===== config.mk =====
export PLATFORM = sky130hd
export DESIGN_NAME = sprite_fetch_arbiter
export DESIGN_NICKNAME = d
export VERILOG_FILES = /design/src/rtl/sprite_fetch_arbiter.sv
export SDC_FILE = /design/constraint.sdc
export NUM_CORES = 1
export LEC_CHECK = 0
export CAP_MARGIN = 20
export CORE_ASPECT_RATIO = 0.6
export CORE_MARGIN = 2
export CORE_UTILIZATION = 41
export CTS_BUF_LIST = sky130_fd_sc_hd__clkbuf_4
export DETAILED_ROUTE_END_ITERATION = 10
export PLACE_DENSITY = 0.88
export SLEW_MARGIN = 20
export SYNTH_ARGS = -nofsm -noshare
export SYNTH_HDL_FRONTEND = slang
export SYNTH_SLANG_ARGS = --single-unit

===== constraint.sdc =====
create_clock -name clk -period 3.5 [get_ports clk]
set_input_delay 0.7 -clock clk [delete_from_list [all_inputs] [get_ports clk]]
set_output_delay 0.7 -clock clk [all_outputs]
set_load 0.01 [all_outputs]

===== src/rtl/sprite_fetch_arbiter.sv =====
// sprite_fetch_arbiter: shares one combinational texture ROM read port
// between NUM_REQ requesters. Round-robin grant with a strict-priority
// override for requester 0, then a registered address stage and a registered
// data stage, so every accepted request gets its texel exactly 2 clocks later.
module sprite_fetch_arbiter #(
   parameter int CHANNEL_BITS = 2,
   parameter int NUM_REQ      = 2
) (
   input  logic                      clk,
   input  logic                      reset_n,
   input  logic                      en,
   input  logic                      urgent,
   input  logic [NUM_REQ-1:0]        req_valid,
   input  logic [NUM_REQ*6-1:0]      req_col,
   input  logic [NUM_REQ*6-1:0]      req_row,
   output logic [NUM_REQ-1:0]        req_ready,
   output logic [5:0]                rom_col,
   output logic [5:0]                rom_row,
   input  logic [CHANNEL_BITS*3-1:0] rom_val,
   output logic [NUM_REQ-1:0]        rsp_valid,
   output logic [CHANNEL_BITS*3-1:0] rsp_data
);

   localparam int PW = (NUM_REQ > 1) ? $clog2(NUM_REQ) : 1;
   localparam int TW = CHANNEL_BITS * 3;

   logic [NUM_REQ-1:0][5:0] col_a;
   logic [NUM_REQ-1:0][5:0] row_a;
   logic [PW-1:0]           rr_ptr;
   logic [PW-1:0]           scan_idx;
   logic [PW-1:0]           gnt_idx;
   logic                    gnt_any;
   logic                    s1_valid;
   logic [PW-1:0]           s1_id;

   // unpack the flat per-requester address buses into lane arrays
   for (genvar i = 0; i < NUM_REQ; i++) begin : g_lane
      assign col_a[i] = req_col[6*i +: 6];
      assign row_a[i] = req_row[6*i +: 6];
   end

   // grant select: urgent override for requester 0, else first valid after rr_ptr;
   // nothing is granted while reset is held so no request is acknowledged and lost
   always_comb begin
      gnt_any  = 1'b0;
      gnt_idx  = '0;
      scan_idx = '0;
      if (en && reset_n) begin
         if (urgent && req_valid[0]) begin
            gnt_any = 1'b1;
         end else begin
            for (int k = 1; k <= NUM_REQ; k++) begin
               // explicit modulo keeps the scan correct for non power-of-2 NUM_REQ
               scan_idx = PW'((int'(rr_ptr) + k) % NUM_REQ);
               if (!gnt_any && req_valid[scan_idx]) begin
                  gnt_any = 1'b1;
                  gnt_idx = scan_idx;
               end
            end
         end
      end
   end

   assign req_ready = gnt_any ? (NUM_REQ'(1) << gnt_idx) : '0;

   // address stage, round-robin pointer, and data stage
   always_ff @(posedge clk or negedge reset_n) begin
      if (!reset_n) begin
         rom_col   <= '0;
         rom_row   <= '0;
         s1_valid  <= 1'b0;
         s1_id     <= '0;
         rr_ptr    <= PW'(NUM_REQ - 1);
         rsp_valid <= '0;
         rsp_data  <= '0;
      end else begin
         s1_valid <= gnt_any;
         if (gnt_any) begin
            rom_col <= col_a[gnt_idx];
            rom_row <= row_a[gnt_idx];
            s1_id   <= gnt_idx;
            rr_ptr  <= gnt_idx;
         end
         if (s1_valid) begin
            rsp_valid <= NUM_REQ'(1) << s1_id;
            rsp_data  <= TW'(rom_val);
         end else begin
            rsp_valid <= '0;
         end
      end
   end

endmodule


Word level (Yosys, flattened, before mapping)
Cells that the tools add are included.
{"block": "word_totals", "ramBits": 0, "word_cells": 38, "regBits": 23, "in_bits": 36, "latch_bits": 0, "output_inout_bits": 22, "memories": 0, "rom_bits": 0}
{"block": "classes", "n_addsub": 2, "shift": 2, "n_mux": 20, "n_reduce_logical": 4, "n_lt_le_gt_ge": 3, "div_mod_pow": 0, "n_mul": 0, "n_eq_ne": 0, "bitwise": 0}
{"operator": "6-bit two-way mux", "count": 4}
{"operator": "1-bit two-way mux", "count": 14}
{"operator": "1-bit by 2-bit less-than comparator with 1-bit output, second input constant", "count": 3}
{"operator": "2-bit two-way mux", "count": 2}
{"operator": "1-bit by 1-bit left shift with 2-bit output, first input constant", "count": 2}
{"operator": "1-bit logical AND", "count": 3}
{"operator": "1-bit adder, second input constant", "count": 2}
{"operator": "1-bit zero test", "count": 1}

Depth between registers and ports, before layout
Gate-level depths: netlist of run 1.
{"block": "depth", "depth_word": 13, "ltp_mapped": 5, "depth_no_buf": 3}

Worst setup path after synthesis of run 1
Ideal clock, no wire load.
{"block": "synth_path", "path_kind": "input-to-output", "from": "input port urgent", "to": "output port req_ready[1]", "t_required_ns": 2.800, "arrival_time_ns": 1.221, "path_stages": 4, "n_path_buf": 2, "slack_ns": 1.579, "cell_sequence": "o21ai_1 and4_1 buf_6 buf_8"}
{"block": "synth_via", "elab_chain_cells": 5, "word_cells_on_any_way": 7, "cone_classes": "shift: 1; mux: 5; reduce/logical: 1"}
{"element": "start, declared", "line_no": "12", "rtl": "input logic urgent,"}
{"element": "1-bit logical AND *", "line_no": "49", "rtl": "if (urgent && req_valid[0]) begin"}
{"element": "1-bit two-way mux", "line_no": "49"}
{"element": "1-bit two-way mux", "line_no": "48", "rtl": "if (en && reset_n) begin"}
{"element": "1-bit by 1-bit left shift with 2-bit output", "line_no": "64", "rtl": "assign req_ready = gnt_any ? (NUM_REQ'(1) << gnt_idx) : '0;"}
{"element": "2-bit two-way mux *", "line_no": "64"}
{"element": "end, declared", "line_no": "16", "rtl": "output logic [NUM_REQ-1:0] req_ready,"}
Mark *: on every way between the ends. The rest lies on a longest branch, timed or not.

Worst setup path in the final report of run 1
{"block": "layout_path", "from": "input port reset_n", "to": "output port req_ready[0]"}
{"block": "layout_via", "elab_chain_cells": 4, "word_cells_on_any_way": 5, "cone_classes": "shift: 1; mux: 3; reduce/logical: 1"}
{"element": "start, declared", "line_no": "10", "rtl": "input logic reset_n,"}
{"element": "1-bit logical AND *", "line_no": "48"}
{"element": "1-bit two-way mux", "line_no": "48"}
{"element": "1-bit by 1-bit left shift with 2-bit output", "line_no": "64"}
{"element": "2-bit two-way mux *", "line_no": "64"}
Marked as above.

==> results of run 1 <==
[power by group]
part	internal [W]	switching (W)
Sequential	0.000309	0.0000250
Combinational	0.000145	0.0000713
Clock	0.0000522	0.0000725
[synth_stat cells]
master,number,share of area
clkbuf_1,1,0.0039
nor2b_1,1,0.0066
buf_8,1,0.016
a221o_1,7,0.073
nor2_1,1,0.0039
o21ai_1,1,0.0052
a21oi_1,1,0.0052
dfstp_2,1,0.028
a21o_2,2,0.018
and4_1,1,0.0092
a221o_2,5,0.059
mux2_2,6,0.071
and2_1,13,0.085
inv_1,1,0.0039
buf_2,1,0.0052
o211ai_1,1,0.0079
dfrtp_1,22,0.58
buf_6,1,0.012
nand3_1,1,0.0052
clkbuf_2,1,0.0052
[layout make-up]
| class | instances | area share |
|---|---|---|
| timing repair buffer | 60 | 0.3765 |
| sequential | 23 | 0.3662 |
| multi-input combinational | 40 | 0.2121 |
| tap | 30 | 0.02383 |
| clock buffer | 4 | 0.01906 |
| inverter | 1 | 0.002383 |
[flip-flops by register name, indices dropped and copies added (netlist names)]
signal     flops
rom_row        6
s1_valid       1
rr_ptr         1
rsp_data       6
s1_id          1
rom_col        6
rsp_valid      2
[worst reg2reg max path: stages, from the launching register on]
cell     delay, ps
dfstp_2        570
o21ai_1         70
and4_1         210
buf_4          190
a221o_2        340
[path summary, 6_finish.rpt]
check | startpoint | end | slack [ps] | depth (start not counted)
worst max-delay path | reset_n | req_ready[0] | 550 | 4
worst min-delay path | s1_id | rsp_valid[0] | 450 | 1
worst max register to register | rr_ptr | rom_row[4] | 2020 | 4
worst min register to register | s1_id | rsp_valid[0] | 450 | 1
max in group asynchronous | reset_n | rr_ptr | 2230 | 2
min in group asynchronous | reset_n | rom_row[5] | 670 | 1
[routing by layer]
metal / vias to the layer above / part of all wire / global-route usage
li1: 375 / - / -
met1: 384 / 0.43 / 0.2247
met2: 32 / 0.47 / 0.3525
met3: 2 / 0.085 / 0.08602
met4: 0 / 0.0069 / 0.07653
met5: - / 0 / 0
[through the flow]
stage	total power [W]	hold WS, ps	util	cell area (um^2)	setup WS, ps
floorplan	0.0004163	404.4	-	954.7	1579
global placement	0.0005495	428.0	0.7090	1545	555.0
detailed placement	0.0005565	441.8	0.7090	1545	526.9
CTS	0.0006820	451.0	0.7227	1575	515.3
global route	0.0007097	473.3	0.7227	1575	373.0
finish	0.0006751	450.6	0.7227	1575	549.7
[cell families after synthesis]
family	count (synthesis)	synth area share
DFF	23	0.6042
AOI/OAI and AO/OA	17	0.1691
and+or+nand+nor	17	0.1101
muxes	6	0.07077
buffers and inverters	6	0.04585
==> flow_summary.yaml, run 1 <==
run_status:
  status: "complete, no violations"
floorplan:
  core-area_um2: 2180
  fp-row-count: 13
  ios: 58
  dieWidth_um: 66.30
  die_area_um2: 2743
  die_h_um: 41.38
  start_util: 0.4380
yosys:
  syn_avg_cell_area_um2: 13.84
  synth_cell_type_count: 20
  ys_ff_latch: 23
  seq_area_frac_synth: 0.6042
  synth_area_um2: 954.7
  syn_nets: 105
  syn_inst: 69
  yosysWarnings: 0
setup_path:
  critPathTopFamily: "buffers and inverters"
  path_buf_inv: 2
  path_cells: "clkdlybuf4s50_1 -> nand3_1 -> a21oi_1 -> clkdlybuf4s50_1"
  startpoint_type: "input port"
  crit_type: "in2out"
  critPathSlowestCell: "clkdlybuf4s50_1"
  critPathCaptureType: "output port"
  path_max_fanout: 10
  crit_top_cell: "clkdlybuf4s50_1"
  slowest_delay_ps: 690
  worstPathRequired_ps: 2800
  cp.arrival_ps: 2250
placement:
  numPortBuffers: 57
  place_congestion: 0.8137
  dp.cells: 154
  place_hpwl_mm: 1.946
sta:
  maxSlewViolCount: 0
  slew_headroom: 0.3557
  rsz0062_at_grt: "no"
  finalCriticalPeriod_ps: 2950
  tightest_slew_ps: 962.2
  hold_viol: 0
  fmax_ghz: 0.3390
  period_share: 0.8429
  fin_setup_tns_ps: 0
  skew_ps: 3.678
  setup_viol: 0
clock_tree:
  cts.repair.resized: 0
  htree_levels: 1
  cts_buffers: 3
  hold_buffers: 0
  cts.clk_slew.worst_paths_ps: 120
  clk-insertion-delay-late_ps: 300
  clockBufferDepth: 2
  tritoncts: "done"
  post_cts_buffers: 0
  clock-sinks: 23
  cts_root_buf: "clkbuf_4"
route:
  drc: 0
  post_drt_wl_per_cell_um: 15.49
  drtPass1Iterations: 3
  ant_nets: 0
  drt_iter0_drc: 21
  vias: 793
  finalWirelength_mm: 2.448
  viasPerCell: 5.019
finish:
  n_antenna_cell: 0
  multiInputGateArea_um2: 334.1
  finalNonFillerCells: 158
  final_layout_size_suffix_gt1_frac: 0.1641
  layout_commonest_cell: "clkdlybuf4s50_1"
  fillers: 149
  synthToLayoutAreaGrowth_pct: 65.01
  final_nets: 165
  seqCellArea_um2: 576.8
  mostFrequentLayoutCells: "clkdlybuf4s50_1 (57), dfrtp_1 (22), and2_1 (13)"
grt:
  grt.total_usage: 0.1995
  grt_max_degree: 18
  grt_pass1_wl_mm: 3.622
  grt.overflow.total: 0
  antenna_found_initial: 0
  grt_pass1_vias: 757
power_and_ir_drop:
  leakage_nw: 0.6716
  vdd_drop_max_mv: 0.1863
  power_density_nw_per_um2: 428.5
worst_hold_path:
  hold_path_class: "reg2reg"
flow_run:
  maxCapViolCount: 0
No activity file was read; power rests on OpenSTA's default activity.
==> run 2, diff against run 1 <==
--- a/config.mk
+++ b/config.mk
@@ -8,10 +8,10 @@
 export CAP_MARGIN = 20
 export CORE_ASPECT_RATIO = 0.6
 export CORE_MARGIN = 2
-export CORE_UTILIZATION = 41
+export CORE_UTILIZATION = 38
 export CTS_BUF_LIST = sky130_fd_sc_hd__clkbuf_4
 export DETAILED_ROUTE_END_ITERATION = 10
-export PLACE_DENSITY = 0.88
+export PLACE_DENSITY = 0.83
 export SLEW_MARGIN = 20
 export SYNTH_ARGS = -nofsm -noshare
 export SYNTH_HDL_FRONTEND = slang
==> constraint.sdc (replaced) <==
create_clock -name clk -period 3 [get_ports clk]
set_input_delay 0.6 -clock clk [delete_from_list [all_inputs] [get_ports clk]]
set_output_delay 0.6 -clock clk [all_outputs]
set_load 0.01 [all_outputs]
==> flow_summary.yaml, run 2 (synthesized netlist as in run 1, its figures left out) <==
setup_path:
  crit_top_cell: "clkdlybuf4s50_1"
  critPathCaptureType: "output port"
  cp.arrival_ps: 2040
  startpoint_type: "input port"
  crit_type: "in2out"
  path_cells: "clkdlybuf4s50_1 -> nand3_1 -> a21oi_1 -> clkdlybuf4s50_1"
  slowest_delay_ps: 590
  path_max_fanout: 4
  critPathSlowestCell: "clkdlybuf4s50_1"
  worstPathRequired_ps: 2400
sta:
  fmax_ghz: 0.3794
  setup_viol: 0
  finalCriticalPeriod_ps: 2635
  hold_viol: 0
  tightest_slew_ps: 893.7
  rsz0062_at_grt: "no"
  maxSlewViolCount: 0
  fin_setup_tns_ps: 0
  skew_ps: 6.746
  slew_headroom: 0.4015
  period_share: 0.8785
route:
  drt_iter0_drc: 49
  vias: 789
  post_drt_wl_per_cell_um: 14.60
  viasPerCell: 4.901
  drc: 0
  ant_nets: 0
  drtPass1Iterations: 4
  finalWirelength_mm: 2.351
finish:
  finalNonFillerCells: 161
  top_regs: "rom_col x6, rom_row x6, rsp_data x6"
  mostFrequentLayoutCells: "clkdlybuf4s50_1 (57), dfrtp_1 (22), and2_1 (13)"
  layout_commonest_cell: "clkdlybuf4s50_1"
  synthToLayoutAreaGrowth_pct: 66.05
  final_layout_size_suffix_gt1_frac: 0.1705
  final_nets: 166
  n_antenna_cell: 0
power_and_ir_drop:
  pwr-share-seq: 0.494
  leakage_nw: 0.6764
  p_comb_frac: 0.320
  p_int_w: 0.0005914
  swShare: 0.2482
  vdd_drop_max_mv: 0.2739
  power_density_nw_per_um2: 496.2
  power_switching_w: 0.0001953
  clock_power_share: 0.186
floorplan:
  ios: 58
  start_util: 0.3893
  fp-row-count: 14
  die_h_um: 42.83
  core-area_um2: 2452
  dieWidth_um: 68.71
  die_area_um2: 2943
flow_run:
  maxCapViolCount: 0
grt:
  grt_pass1_vias: 846
  antenna_found_initial: 0
  grt.overflow.total: 0
  grt_pass1_wl_mm: 3.732
  grt_max_degree: 18
  grt.total_usage: 0.1825
clock_tree:
  cts.clk_slew.worst_paths_ps: 110
  hold_buffers: 0
  cts.repair.resized: 0
  post_cts_buffers: 0
  cts_root_buf: "clkbuf_4"
  clk-insertion-delay-late_ps: 300
  htree_levels: 1
  clockBufferDepth: 2
  clock-sinks: 23
  tritoncts: "done"
  cts_buffers: 3
placement:
  dp.cells: 157
  numPortBuffers: 57
  place_hpwl_mm: 1.844
  place_congestion: 0.6756
worst_hold_path:
  hold_path_class: "reg2reg"
run_status:
  status: "complete, no violations"
==> run 2: worst max-delay path, delay by kind of cell <==
family	cells	cell delay, ps
compound gates	1	210
simple gates	1	90
buf+inv	2	1130
==> run 2: final timing paths <==
path / from / end / slack [ps] / depth (start not counted)
worst max-delay path: reset_n / req_ready[0] / 360 / 4
worst min-delay path: s1_id / rsp_valid[0] / 460 / 1
worst max register to register: rr_ptr / rom_row[4] / 1500 / 4
worst min register to register: s1_id / rsp_valid[0] / 460 / 1
max in group asynchronous: reset_n / rsp_data[1] / 2090 / 2
min in group asynchronous: reset_n / rom_row[0] / 670 / 2
==> run 2: power groups by stage <==
stage | sequential (W) | clock (W) | combinational (W)
6_report | 0.000389 | 0.000146 | 0.000251
5_1_grt | 0.000396 | 0.000171 | 0.000271
4_1_cts | 0.000390 | 0.000149 | 0.000255
3_5_place_dp | 0.000393 | 0 | 0.000255
3_3_place_gp | 0.000392 | 0 | 0.000248
2_1_floorplan | 0.000411 | 0 | 0.0000745
==> run 2: routing by layer <==
layer | global-route usage | wire length (um) | vias to the layer above
met5 | 0 | 0 | -
met4 | 0.07059 | 38 | 0
met3 | 0.08223 | 216 | 4
met2 | 0.3058 | 1112 | 42
met1 | 0.2014 | 983 | 368
li1 | - | - | 375
==> run 2: layout make-up <==
cell class | count | area, um^2
Inverter | 1 | 3.754
Fill cell | 180 | 867.1
Multi-Input combinational cell | 40 | 334.1
Clock buffer | 4 | 30.03
Sequential cell | 23 | 576.8
Timing Repair Buffer | 61 | 600.6
Tap cell | 32 | 40.04
==> run 2: through the flow <==
step | total power (W) | hold slack [ps] | util | area, um^2 | setup slack [ps]
after floorplan | 0.0004856 | 304.4 | - | 954.7 | 1279
after global placement | 0.0006396 | 428.4 | 0.6342 | 1555 | 413.7
after detailed placement | 0.0006485 | 444.7 | 0.6342 | 1555 | 380.0
after CTS | 0.0007939 | 460.1 | 0.6464 | 1585 | 362.7
after global routing | 0.0008378 | 483.4 | 0.6464 | 1585 | 250.5
final | 0.0007866 | 456.3 | 0.6464 | 1585 | 364.6
